$ cat src/rtl/digit_scan_pkg.sv
// -----------------------------------------------------------------------------
// digit_scan_pkg
// Shared types and constants for the four-digit BCD counter with multiplexed
// seven-segment scan output.
//   bcd_t        : one BCD digit (4 bits)
//   scan_idx_t   : scan slot index (2 bits, slots 0..3)
//   SEL_OFF      : active-low digit select with every digit dark
//   DIGITS       : number of BCD digits in the counter
// -----------------------------------------------------------------------------
package digit_scan_pkg;

    typedef logic [3:0] bcd_t;
    typedef logic [1:0] scan_idx_t;

    localparam logic [3:0] SEL_OFF = 4'b1111;
    localparam int         DIGITS  = 4;

    // Nibbles that are not valid BCD are stored as zero.
    function automatic bcd_t bcd_sanitize(input logic [3:0] nib);
        return (nib > 4'd9) ? 4'd0 : nib;
    endfunction

    // Active-low one-hot select for a scan slot.
    function automatic logic [3:0] sel_onehot_n(input scan_idx_t idx);
        return ~(4'b0001 << idx);
    endfunction

endpackage

$ cat src/rtl/digit_scan_bcd_digit.sv
// -----------------------------------------------------------------------------
// bcd_digit
// One decade of an up/down BCD counter. Chained so that each digit's en_in is
// the carry/borrow of the digit below it, giving a same-cycle ripple.
// Ports:
//   clk, rst : clock, synchronous active-high reset
//   en_in    : step this digit this cycle
//   up       : 1 = increment, 0 = decrement
//   load     : load ld_val (takes priority over en_in)
//   ld_val   : value to load; nibbles above 9 are stored as 0
//   digit    : current registered digit
//   co       : carry (up, digit==9) or borrow (down, digit==0) while enabled
// -----------------------------------------------------------------------------
module bcd_digit
    import digit_scan_pkg::*;
(
    input  logic clk,
    input  logic rst,
    input  logic en_in,
    input  logic up,
    input  logic load,
    input  bcd_t ld_val,
    output bcd_t digit,
    output logic co
);

    bcd_t digit_q;
    bcd_t digit_d;

    always_comb begin
        digit_d = digit_q;
        if (load) begin
            digit_d = bcd_sanitize(ld_val);
        end else if (en_in) begin
            if (up) begin
                digit_d = (digit_q == 4'd9) ? 4'd0 : digit_q + 4'd1;
            end else begin
                digit_d = (digit_q == 4'd0) ? 4'd9 : digit_q - 4'd1;
            end
        end
    end

    // Carry/borrow is combinational so the next digit steps in the same cycle.
    assign co = en_in && (up ? (digit_q == 4'd9) : (digit_q == 4'd0));

    always_ff @(posedge clk) begin
        if (rst) begin
            digit_q <= 4'd0;
        end else begin
            digit_q <= digit_d;
        end
    end

    assign digit = digit_q;

endmodule

$ cat src/rtl/digit_scan.sv
// -----------------------------------------------------------------------------
// digit_scan
// Four-digit BCD up/down counter with a time-multiplexed digit scan for a
// common seven-segment display.
// Parameters:
//   SCAN_DIV : clock cycles per displayed digit slot (2 .. 2**20)
//   BLANK_LZ : 1 = blank leading-zero digits, 0 = show all four digits
// Ports:
//   clk, rst : clock, synchronous active-high reset
//   en, up   : count enable and direction (1 = up)
//   load     : synchronous load of load_val (priority over en)
//   load_val : four BCD digits, [3:0] = units
//   value    : current count, four BCD digits, [3:0] = units
//   carry    : one-cycle pulse when the count wraps 9999<->0000
//   data     : BCD digit currently being displayed (registered)
//   sel      : active-low one-hot digit select, 4'b1111 = dark (registered)
// -----------------------------------------------------------------------------
module digit_scan
    import digit_scan_pkg::*;
#(
    parameter int SCAN_DIV = 50000,
    parameter int BLANK_LZ = 1
) (
    input  logic        clk,
    input  logic        rst,
    input  logic        en,
    input  logic        up,
    input  logic        load,
    input  logic [15:0] load_val,
    output logic [15:0] value,
    output logic        carry,
    output logic [3:0]  data,
    output logic [3:0]  sel
);

    localparam int PW = (SCAN_DIV > 1) ? $clog2(SCAN_DIV) : 1;

    // -------------------------------------------------------------------------
    // Counter: four chained decades
    // -------------------------------------------------------------------------
    bcd_t              digits [DIGITS];
    logic [DIGITS-1:0] co;
    logic [DIGITS-1:0] en_chain;

    for (genvar k = 0; k < DIGITS; k++) begin : g_digit
        if (k == 0) begin : g_first
            assign en_chain[k] = en;
        end else begin : g_rest
            assign en_chain[k] = co[k-1];
        end

        bcd_digit u_digit (
            .clk    (clk),
            .rst    (rst),
            .en_in  (en_chain[k]),
            .up     (up),
            .load   (load),
            .ld_val (load_val[4*k +: 4]),
            .digit  (digits[k]),
            .co     (co[k])
        );
    end

    assign value = {digits[3], digits[2], digits[1], digits[0]};

    // Wrap happens when the top decade carries/borrows; a load overrides it.
    logic carry_q;
    logic carry_d;

    assign carry_d = co[DIGITS-1] && !load;

    // -------------------------------------------------------------------------
    // Scan: prescaler, slot index, blanking, registered data/sel
    // -------------------------------------------------------------------------
    logic [PW-1:0] pre_q;
    logic [PW-1:0] pre_d;
    scan_idx_t     idx_q;
    scan_idx_t     idx_d;
    logic [3:0]    data_q;
    logic [3:0]    data_d;
    logic [3:0]    sel_q;
    logic [3:0]    sel_d;
    logic          pre_term;

    // upper_zero[i] : digit i and every digit above it are zero.
    logic [DIGITS-1:0] upper_zero;

    assign pre_term = (pre_q == PW'(SCAN_DIV - 1));

    always_comb begin
        pre_d = pre_q + PW'(1);
        idx_d = idx_q;
        if (pre_term) begin
            pre_d = '0;
            idx_d = idx_q + 2'd1;
        end
    end

    always_comb begin
        upper_zero[DIGITS-1] = (digits[DIGITS-1] == 4'd0);
        for (int i = DIGITS - 2; i >= 0; i--) begin
            upper_zero[i] = upper_zero[i+1] && (digits[i] == 4'd0);
        end
    end

    // Slot 0 is never blanked so a zero count still shows a single "0".
    always_comb begin
        data_d = digits[idx_q];
        sel_d  = sel_onehot_n(idx_q);
        if ((BLANK_LZ != 0) && (idx_q != 2'd0) && upper_zero[idx_q]) begin
            sel_d = SEL_OFF;
        end
    end

    always_ff @(posedge clk) begin
        if (rst) begin
            pre_q   <= '0;
            idx_q   <= 2'd0;
            data_q  <= 4'h0;
            sel_q   <= SEL_OFF;
            carry_q <= 1'b0;
        end else begin
            pre_q   <= pre_d;
            idx_q   <= idx_d;
            data_q  <= data_d;
            sel_q   <= sel_d;
            carry_q <= carry_d;
        end
    end

    assign carry = carry_q;
    assign data  = data_q;
    assign sel   = sel_q;

endmodule

$ cat config.mk
export PLATFORM = sky130hd
export DESIGN_NAME = digit_scan
export DESIGN_NICKNAME = d
export VERILOG_FILES = /design/src/rtl/digit_scan_pkg.sv /design/src/rtl/digit_scan_bcd_digit.sv /design/src/rtl/digit_scan.sv
export SDC_FILE = /design/constraint.sdc
export NUM_CORES = 1
export LEC_CHECK = 0
export ABC_CLOCK_PERIOD_IN_PS = 9200
export CAP_MARGIN = 20
export CORE_AREA = 2 2 75 70
export DETAILED_ROUTE_END_ITERATION = 10
export DIE_AREA = 0 0 77 72
export GPL_TIMING_DRIVEN = 0
export PLACE_DENSITY = 0.92
export RECOVER_POWER = 25
export REMOVE_ABC_BUFFERS = 1
export SLEW_MARGIN = 30
export SYNTH_ARGS = -nofsm -noshare
export SYNTH_HDL_FRONTEND = slang
export SYNTH_HIERARCHICAL = 1
export SYNTH_SLANG_ARGS = --single-unit
$ cat constraint.sdc
create_clock -name clk -period 9.2 [get_ports clk]
set_input_delay 1.84 -clock clk [delete_from_list [all_inputs] [get_ports clk]]
set_output_delay 1.84 -clock clk [all_outputs]
set_load 0.01 [all_outputs]
# --- After elaboration in Yosys (flattened, before gate mapping) ---
# Index checks and enable logic that the tools add are counted.
classes:
  mux: 33
  n_reduce_logical: 21
  n_addsub: 10
  div_mod_pow: 0
  n_lt_le_gt_ge: 6
  n_eq_ne: 5
  n_mul: 0
  shift: 1
  bitwise_logic: 2
op_table:
  columns: ["cell", "n"]
  rows:
  - ["4-bit 2-to-1 mux", 26]
  - ["16-bit by 1-bit adder with 16-bit output, second input constant", 1]
  - ["4-bit by 1-bit adder with 4-bit output, second input constant", 4]
  - ["16-bit equality test, second input constant", 1]
  - ["4-bit equality test, second input constant", 4]
  - ["4-bit greater-than comparator, second input constant", 4]
  - ["4-bit zero test", 4]
  - ["4-bit by 1-bit subtractor with 4-bit output, second input constant", 4]
  - ["2-bit nonzero test", 5]
  - ["1-bit logical AND", 9]
  - ["4-bit binary-select mux with 2-bit select", 1]
  - ["1-bit 2-to-1 mux", 5]
  - ["4-bit NOT", 1]
  - ["2-bit OR reduction", 2]
  - ["1-bit by 2-bit << shifter with 4-bit output, first input constant", 1]
  - ["3-bit greater-or-equal comparator, second input constant", 1]
  - ["2-bit by 3-bit less-than comparator with 1-bit output, second input constant", 1]
  - ["2-bit NOT with 3-bit output", 1]
  - ["2-bit by 1-bit adder with 2-bit output, second input constant", 1]
  - ["1-bit binary-select mux with 2-bit select", 1]
  - ["1-bit zero test", 1]
totals:
  ramBits: 0
  out_inout_bits: 25
  reg_bits: 43
  latchBits: 0
  inputBits: 21
  mem_count: 0
  romBits: 0
  wordCells: 87

# --- Longest topological paths before layout ---
# Gate-level depths: netlist of run 1.
depth:
  word_depth: 8
  mapped_depth: 13
  mapped_depth_nobuf: 9

# --- Cells and area by module ---
# The synthesis of run 1 kept the hierarchy.
by_module_without_submodules:
  columns: ["module", "n_inst", "seq_area_each_um2", "area_per_inst_um2", "cells_per_inst"]
  rows:
  - ["bcd_digit", 4, 80.1, 334.1, 46]
  - ["digit_scan", 1, 540.5, 1280.0, 126]

# --- Worst setup path before layout of run 1 ---
# No wires, ideal clock.
synth_path:
  path_type: "input to register"
  from: "in en"
  to: "reg g_digit[3].u_digit.digit_q[1]"
  required_ns: 9.126
  stages: 10
  setup_time_ns: 0.074
  path_buffers: 4
  path_slack_ns: 4.989
  t_arrival_ns: 4.137
  path_cell_list: "clkbuf_1 nor4b_1 clkbuf_1 nor4b_1 clkbuf_1 nor4b_1 clkbuf_1 o21ai_0 or4_1 a31oi_1"
synth_between:
  elab_chain_cells: 4
synth_lines:
  columns: ["item", "line", "rtl"]
  rows:
  - ["from (decl)", "digit_scan.sv:26", "input logic en,"]
  - ["1-bit logical AND", "digit_scan_bcd_digit.sv:44", "assign co = en_in && (up ? (digit_q == 4'd9) : (digit_q == 4'd0));"]
  - ["via co[0]", "digit_scan.sv:42", "logic [DIGITS-1:0] co;"]
  - ["1-bit logical AND", "digit_scan_bcd_digit.sv:44", null]
  - ["via co[1]", "digit_scan.sv:42", null]
  - ["1-bit logical AND", "digit_scan_bcd_digit.sv:44", null]
  - ["via co[2]", "digit_scan.sv:42", null]
  - ["2-bit nonzero test (no line)", null, null]
  - ["to (signal assigned)", "digit_scan_bcd_digit.sv:50", "digit_q <= digit_d;"]
  - ["to (decl)", "digit_scan_bcd_digit.sv:27", "bcd_t digit_q;"]
# The timed path passes the listed nets, and every way through them passes these cells.
# A chain may end at the register's enable or synchronous reset.

# --- Final worst setup path of run 1 ---
layout_path:
  from: "in up"
  to: "reg g_digit[3].u_digit.digit_q[1]"
layout_between:
  elab_chain_cells: 5
  elab_cells_between_ends: 10
  classes_between: "mux (6); reduce/logical (4)"
layout_lines:
  columns: ["item", "line", "rtl"]
  rows:
  - ["from (decl)", "digit_scan.sv:27", "input logic up,"]
  - ["1-bit 2-to-1 mux", "digit_scan_bcd_digit.sv:44", null]
  - ["1-bit logical AND", "digit_scan_bcd_digit.sv:44", null]
  - ["via co[0]", "digit_scan.sv:42", null]
  - ["1-bit logical AND", "digit_scan_bcd_digit.sv:44", null]
  - ["via co[1]", "digit_scan.sv:42", null]
  - ["1-bit logical AND", "digit_scan_bcd_digit.sv:44", null]
  - ["via co[2]", "digit_scan.sv:42", null]
  - ["2-bit nonzero test (no line)", null, null]
# The timed path passes the listed nets, and every way through them passes these cells. The select of a mux whose other input is x is not followed.

==> results of run 1 <==
-- placed cells by master (no fill, tap or decap), types with 8 or more instances in the layout --
master	count
nand3_1	9
nor2_1	40
nor3_1	16
o21ai_0	21
xor2_1	10
nand3b_1	11
a21oi_1	9
a31oi_1	8
clkdlybuf4s50_1	43
dfxtp_1	43
xnor2_1	17
nand2_1	18
-- worst paths after layout --
kind | from | endpoint | slack, ps | cells past startpoint
max | up | g_digit[3].u_digit/digit[1] | 3380 | 9
min | pre_q[0] | pre_q[0] | 470 | 1
max reg2reg | g_digit[0].u_digit/digit[0] | g_digit[3].u_digit/digit[1] | 5420 | 8
min reg2reg | pre_q[0] | pre_q[0] | 470 | 1
-- through the flow --
| stage | hold WS, ps | power (W) | setup WS (ps) | instance area (um2) |
|---|---|---|---|---|
| after floorplan | 430 | 0.000237 | 4030 | 2480 |
| after global placement | 445 | 0.000267 | 2180 | 3010 |
| after detailed placement | 455 | 0.000270 | 3150 | 3020 |
| after CTS | 474 | 0.000417 | 3480 | 3130 |
| after global routing | 515 | 0.000434 | 3010 | 3130 |
| final | 467 | 0.000414 | 3380 | 3130 |
-- kinds of logic after synthesis --
kind of cell,Yosys count,synth area share (%)
compound gates,55,13.2
xor+xnor,27,9.04
fa+ha+maj,5,2.39
buf+inv,28,6.12
flops,43,32.9
mux,5,3.83
simple gates,147,32.5
-- area by class of cell --
| cell class | count | area, um2 |
|---|---|---|
| Clock buffer | 5 | 68.8 |
| Fill cell | 409 | 1610 |
| Clock inverter | 3 | 43.8 |
| Inverter | 6 | 22.5 |
| Sequential cell | 43 | 861 |
| Tap cell | 65 | 81.3 |
| Timing Repair Buffer | 45 | 439 |
| Multi-Input combinational cell | 239 | 1610 |
-- power groups by stage --
stage | clock, W | sequential [W] | combinational [W]
after CTS | 0.000151 | 0.000204 | 0.0000618
after global routing | 0.000159 | 0.000206 | 0.0000684
final | 0.000148 | 0.000205 | 0.0000619
after floorplan | 0 | 0.000208 | 0.0000298
after detailed placement | 0 | 0.000209 | 0.0000614
after global placement | 0 | 0.000208 | 0.0000589
-- state kept, by name, indices dropped and copies added, names as in the netlist --
signal	cells
sel	4
pre_q	16
data	4
g_digit.u_digit/digit	16
carry	1
idx_q	2
-- layer usage --
layer  vias up  global-route usage (%)  share of wire [%]
met5         -                       0                  0
met4         0                    7.54                1.6
li1       1181                       -                  -
met1      1150                    27.2                 44
met3        10                    4.35                5.4
met2        88                    37.0                 49
-- worst reg2reg max path: stages (launching register included) --
cell,delay (ps)
dfxtp_1,580
and2_1,210
a21oi_1,90
nor4b_2,650
nor4b_2,690
nor4b_2,670
o21ai_0,230
or4_1,440
a31oi_1,130
==> key figures, run 1 <==
Worst setup path
  • CP max FO: 28
  • CP top delay family: simple AND/OR/NAND/NOR gates
  • WS Path Type: input port to flop
  • Crit path top cell by count: nor4b_2
  • Slowest cell on crit path: clkdlybuf4s50_1
  • CP max stage delay: 1040 ps
  • Crit path DAT: 6030 ps
  • Req. time, crit path: 9410 ps
  • Startpoint Class: input port
  • Buf+Inv Stages, Crit Path: 1
  • Worst Setup End Kind: flop
  • Crit-path cells: clkdlybuf4s50_1, and2_1, a21oi_1, nor4b_2, nor4b_2, nor4b_2, o21ai_0, or4_1, a31oi_1

Timing
  • Fmax: 172 MHz
  • Final Hold Violating Endpoints: 0
  • Slew margin rel.: 10.5%
  • Unrepaired setup endpoints after global routing: no
  • Setup TNS: 0 ps
  • Fin Clk Skew: 5.84 ps
  • Post-route minimum period: 5820 ps
  • Final setup fails: 0
  • Fin. max-slew vios: 0
  • Worst Tran Pin Value: 1340 ps
  • Fin crit share: 63.3%

Final layout
  • Util after Layout: 66.0%
  • Layout Nets: 366
  • ANT cells: 0
  • Share of post-route cells with drive strength above 1: 9.97%
  • Area delta synth->final: 19.7%
  • Non-Filler Instances: 406

Floorplan
  • Die height: 72 um
  • IO Pins: 46
  • Starting Density: 55.1%
  • Chip width: 77 um
  • Die area: 5540 um2
  • Row count: 24
  • Core Region: 4740 um2

Clocking
  • Clock sinks: 43
  • CTS Buf Count: 5
  • Post-cts hold buffer count: 0
  • Clock tree root buffer cell: clkbuf_8
  • CTS tree: yes
  • Postcts setup bufs: 0
  • Post-CTS sizing: 0
  • Skew-Pair Late Insertion Delay: 300 ps
  • H-Tree Depth: 2
  • Clock slew at the register clock pins of the worst setup and hold paths: 80 ps
  • Clk buf depth: 2

Synth
  • Number of synthesized register bits: 43
  • Post-Syn Area: 2620 um2
  • Most frequent cell after synthesis: dfxtp_1
  • Post-synthesis sequential area ratio: 32.9%
  • Cell variety after synth: 41
  • Area leader, netlist: dfxtp_1
  • Cells after synthesis: 310
  • Number of synthesized flops with an enable pin: 0
  • Async SR Flop Fraction: 0%
  • Synth top area cells: dfxtp_1 33%, nor2_1 5.7%, xnor2_1 5.7%
  • Yosys warns: 6
  • Post-synth top area share: 32.9%
  • Syn_area_per_cell: 8.44 um2
  • Ys flop type: dfxtp_1
  • Top cells by count, synth: 43 x dfxtp_1, 40 x nor2_1, 21 x o21ai_0, 18 x nand2_1, 17 x xnor2_1

Min path
  • Min-Delay Path Class: flop to flop

Power
  • Sw power: 0.000108 W
  • Sequential power share: 49.4%
  • Internal power: 0.000306 W
  • LEAKAGE: 1.04 nW
  • Sw frac: 26.2%
  • Pwr Density: 132 nW/um2
  • Clock power frac: 35.6%
  • VDD IR-drop max: 69.5 uV
  • Comb power frac: 15.0%

GRT
  • Total grt overflow: 0
  • Vias in the first global route: 2152
  • Global Route Usage Sum: 21.5%
  • Initial antenna violation count: 0
  • First-pass GRT wire length: 9780 um
  • Largest net degree at the start of global routing: 38

Route
  • DRT Wirelength: 5680 um
  • Via Count: 2429
  • Wire length per cell: 14.0 um
  • Routed vias/inst: 5.98
  • ANT nets after route: 0
  • DRC: 0
  • Drt pass-1 iters: 5
  • 1st-iter DRT viols: 113

Outcome
  • Outcome: complete, no violations

Run
  • MaxCap Viol Count: 0

Placed design
  • DP HPWL: 3930 um
  • I/O Buffers: 45
  • Cells after DPL: 398
  • Gpl congestion: 0.790
Power figures use the tool's default switching activity.
==> run 2: changes to the inputs <==
--- a/config.mk
+++ b/config.mk
@@ -5,13 +5,13 @@
 export SDC_FILE = /design/constraint.sdc
 export NUM_CORES = 1
 export LEC_CHECK = 0
-export ABC_CLOCK_PERIOD_IN_PS = 9200
+export ABC_CLOCK_PERIOD_IN_PS = 4900
 export CAP_MARGIN = 20
-export CORE_AREA = 2 2 75 70
+export CORE_AREA = 2 2 81 76
 export DETAILED_ROUTE_END_ITERATION = 10
-export DIE_AREA = 0 0 77 72
+export DIE_AREA = 0 0 83 78
 export GPL_TIMING_DRIVEN = 0
-export PLACE_DENSITY = 0.92
+export PLACE_DENSITY = 0.84
 export RECOVER_POWER = 25
 export REMOVE_ABC_BUFFERS = 1
 export SLEW_MARGIN = 30
==> constraint.sdc (replaced) <==
create_clock -name clk -period 4.9 [get_ports clk]
set_input_delay 0.98 -clock clk [delete_from_list [all_inputs] [get_ports clk]]
set_output_delay 0.98 -clock clk [all_outputs]
set_load 0.01 [all_outputs]
==> key figures, run 2 (same netlist as run 1, synthesis figures left out) <==
GRT
  • Total grt overflow: 0 (unchanged)
  • First-pass GRT wire length: 9980 um (+2.0%)
  • Largest net degree at the start of global routing: 38 (unchanged)
  • Global Route Usage Sum: 18.7% (-2.8 points)
  • Vias in the first global route: 2279 (+5.9%)
  • Initial antenna violation count: 0 (unchanged)

Route
  • Via Count: 2322 (-4.4%)
  • DRT Wirelength: 5710 um (+0.62%)
  • Wire length per cell: 13.9 um (-0.61%)
  • Routed vias/inst: 5.65 (-5.6%)
  • 1st-iter DRT viols: 112 (-0.88%)
  • Drt pass-1 iters: 4 (-1)
  • ANT nets after route: 0 (unchanged)
  • DRC: 0 (unchanged)

Placed design
  • Placed Area: 3030 um2 (+0.21%)
  • DP HPWL: 3910 um (-0.50%)
  • I/O Buffers: 45 (unchanged)
  • Gpl congestion: 0.810 (+2.5%)

Min path
  • Min-Delay Path Class: flop to flop

Floorplan
  • Starting Density: 47.0% (-8.1 points)
  • Die height: 78 um (+8.3%)
  • Chip width: 83 um (+7.8%)
  • Core Region: 5560 um2 (+17%)
  • IO Pins: 46 (unchanged)
  • Die area: 6470 um2 (+17%)
  • Row count: 26 (+8.3%)

Clocking
  • Post-cts hold buffer count: 0 (unchanged)
  • Clock tree root buffer cell: clkbuf_8
  • CTS Buf Count: 5 (unchanged)
  • Skew-Pair Late Insertion Delay: 300 ps (about the same)
  • Clock slew at the register clock pins of the worst setup and hold paths: 80 ps (about the same)
  • H-Tree Depth: 2 (unchanged)
  • Clock sinks: 43 (unchanged)
  • CTS tree: yes
  • Clk buf depth: 2 (unchanged)

Timing
  • Post-route minimum period: 4330 ps
  • Fmax: 231 MHz
  • Fin. max-slew vios: 0 (unchanged)
  • Unrepaired setup endpoints after global routing: no
  • Worst Tran Pin Value: 1330 ps (-11.6 ps)
  • Hold slack final: 470 ps (+2.61 ps)
  • Slew margin rel.: 11.3% (+0.78 points)
  • Final Hold Violating Endpoints: 0 (unchanged)
  • Final setup fails: 0 (unchanged)
  • Fin Clk Skew: 3.97 ps (-1.86 ps)
  • Setup TNS: 0 ps (unchanged)
  • Fin crit share: 88.3%

Worst setup path
  • WS Path Type: input port to flop
  • Worst Setup End Kind: flop
  • Req. time, crit path: 5020 ps (-4390 ps)
  • Startpoint Class: input port
  • Crit path DAT: 4450 ps (-1580 ps)
  • CP max FO: 28 (unchanged)

Final layout
  • ANT cells: 0 (unchanged)
  • Fillers: 506 (+24%)
  • Area delta synth->final: 19.4%
  • Layout Nets: 366 (unchanged)
  • Most frequent cells in the layout: 43 x dfxtp_1, 42 x clkdlybuf4s50_1, 40 x nor2_1
  • Most common cell after layout, fill and taps aside: dfxtp_1
  • Share of post-route cells with drive strength above 1: 10.3% (+0.29 points)
  • Finished Cell Area: 3120 um2 (-0.24%)

Power
  • Pwr Density: 240 nW/um2 (+81%)
  • LEAKAGE: 1.04 nW (-0.71%)
  • VDD IR-drop max: 137 uV (+97%)

Run
  • MaxCap Viol Count: 0 (unchanged)

Outcome
  • Outcome: complete, no violations
-- run 2: area by class of cell --
| type | count | area [um2] | share of cell area, % |
|---|---|---|---|
| multi-input combinational | 239 | 1610 | 51.7 |
| sequential | 43 | 861 | 27.6 |
| timing repair buffer | 45 | 434 | 13.9 |
| clock buffer | 7 | 96.3 | 3.08 |
| tap | 70 | 87.6 | 2.80 |
| inverter | 6 | 22.5 | 0.721 |
| clock inverter | 1 | 7.51 | 0.240 |
-- run 2: layer usage --
layer / vias up / GRT usage (%) / wire length, um
li1: 1175 / - / -
met1: 1085 / 22.8 / 2700
met2: 51 / 32.1 / 2690
met3: 11 / 3.51 / 227
met4: 0 / 8.03 / 101
met5: - / 0 / 0
-- run 2: metrics by stage --
stage / total power, W / cells / utilization [%] / setup WS [ps]
3_3_place_gp: 0.000503 / 403 / 54.2 / -1360
6_report: 0.000749 / 411 / 56.1 / 573
2_1_floorplan: 0.000446 / 288 / - / 588
5_1_grt: 0.000784 / 411 / 56.1 / 204
4_1_cts: 0.000757 / 411 / 56.2 / 216
3_5_place_dp: 0.000507 / 403 / 54.4 / -397
-- run 2: final timing paths --
check / startpoint / endpoint / slack (ps) / cells past startpoint
hold reg to reg: pre_q[0] / pre_q[0] / 470 / 1
setup / recovery: up / g_digit[3].u_digit/digit[2] / 570 / 9
hold / removal: pre_q[0] / pre_q[0] / 470 / 1
setup reg to reg: g_digit[0].u_digit/digit[0] / g_digit[3].u_digit/digit[2] / 1090 / 8
-- run 2: worst max-delay path, cell delays in order --
cell	delay, ps
clkbuf_2	410
and2_1	220
a21oi_1	80
nor4b_2	650
nor4b_2	700
nor4b_2	700
o21ai_0	200
a2111oi_1	420
a211oi_1	90
-- run 2: what timing repair did --
item / 4_1_cts / 5_1_grt
resized for setup: 1 / 2
cloned: 0 / 0
buffers inserted: 0 / 0
endpoints found under the setup margin: 2 / 2
-- run 2: power by group --
group	internal (W)	switching, W	leakage (nW)	total [W]
Sequential	0.000360	0.0000246	0.350	0.000385
Clock	0.000128	0.000122	0.0505	0.000250
Combinational	0.0000620	0.0000526	0.637	0.000115
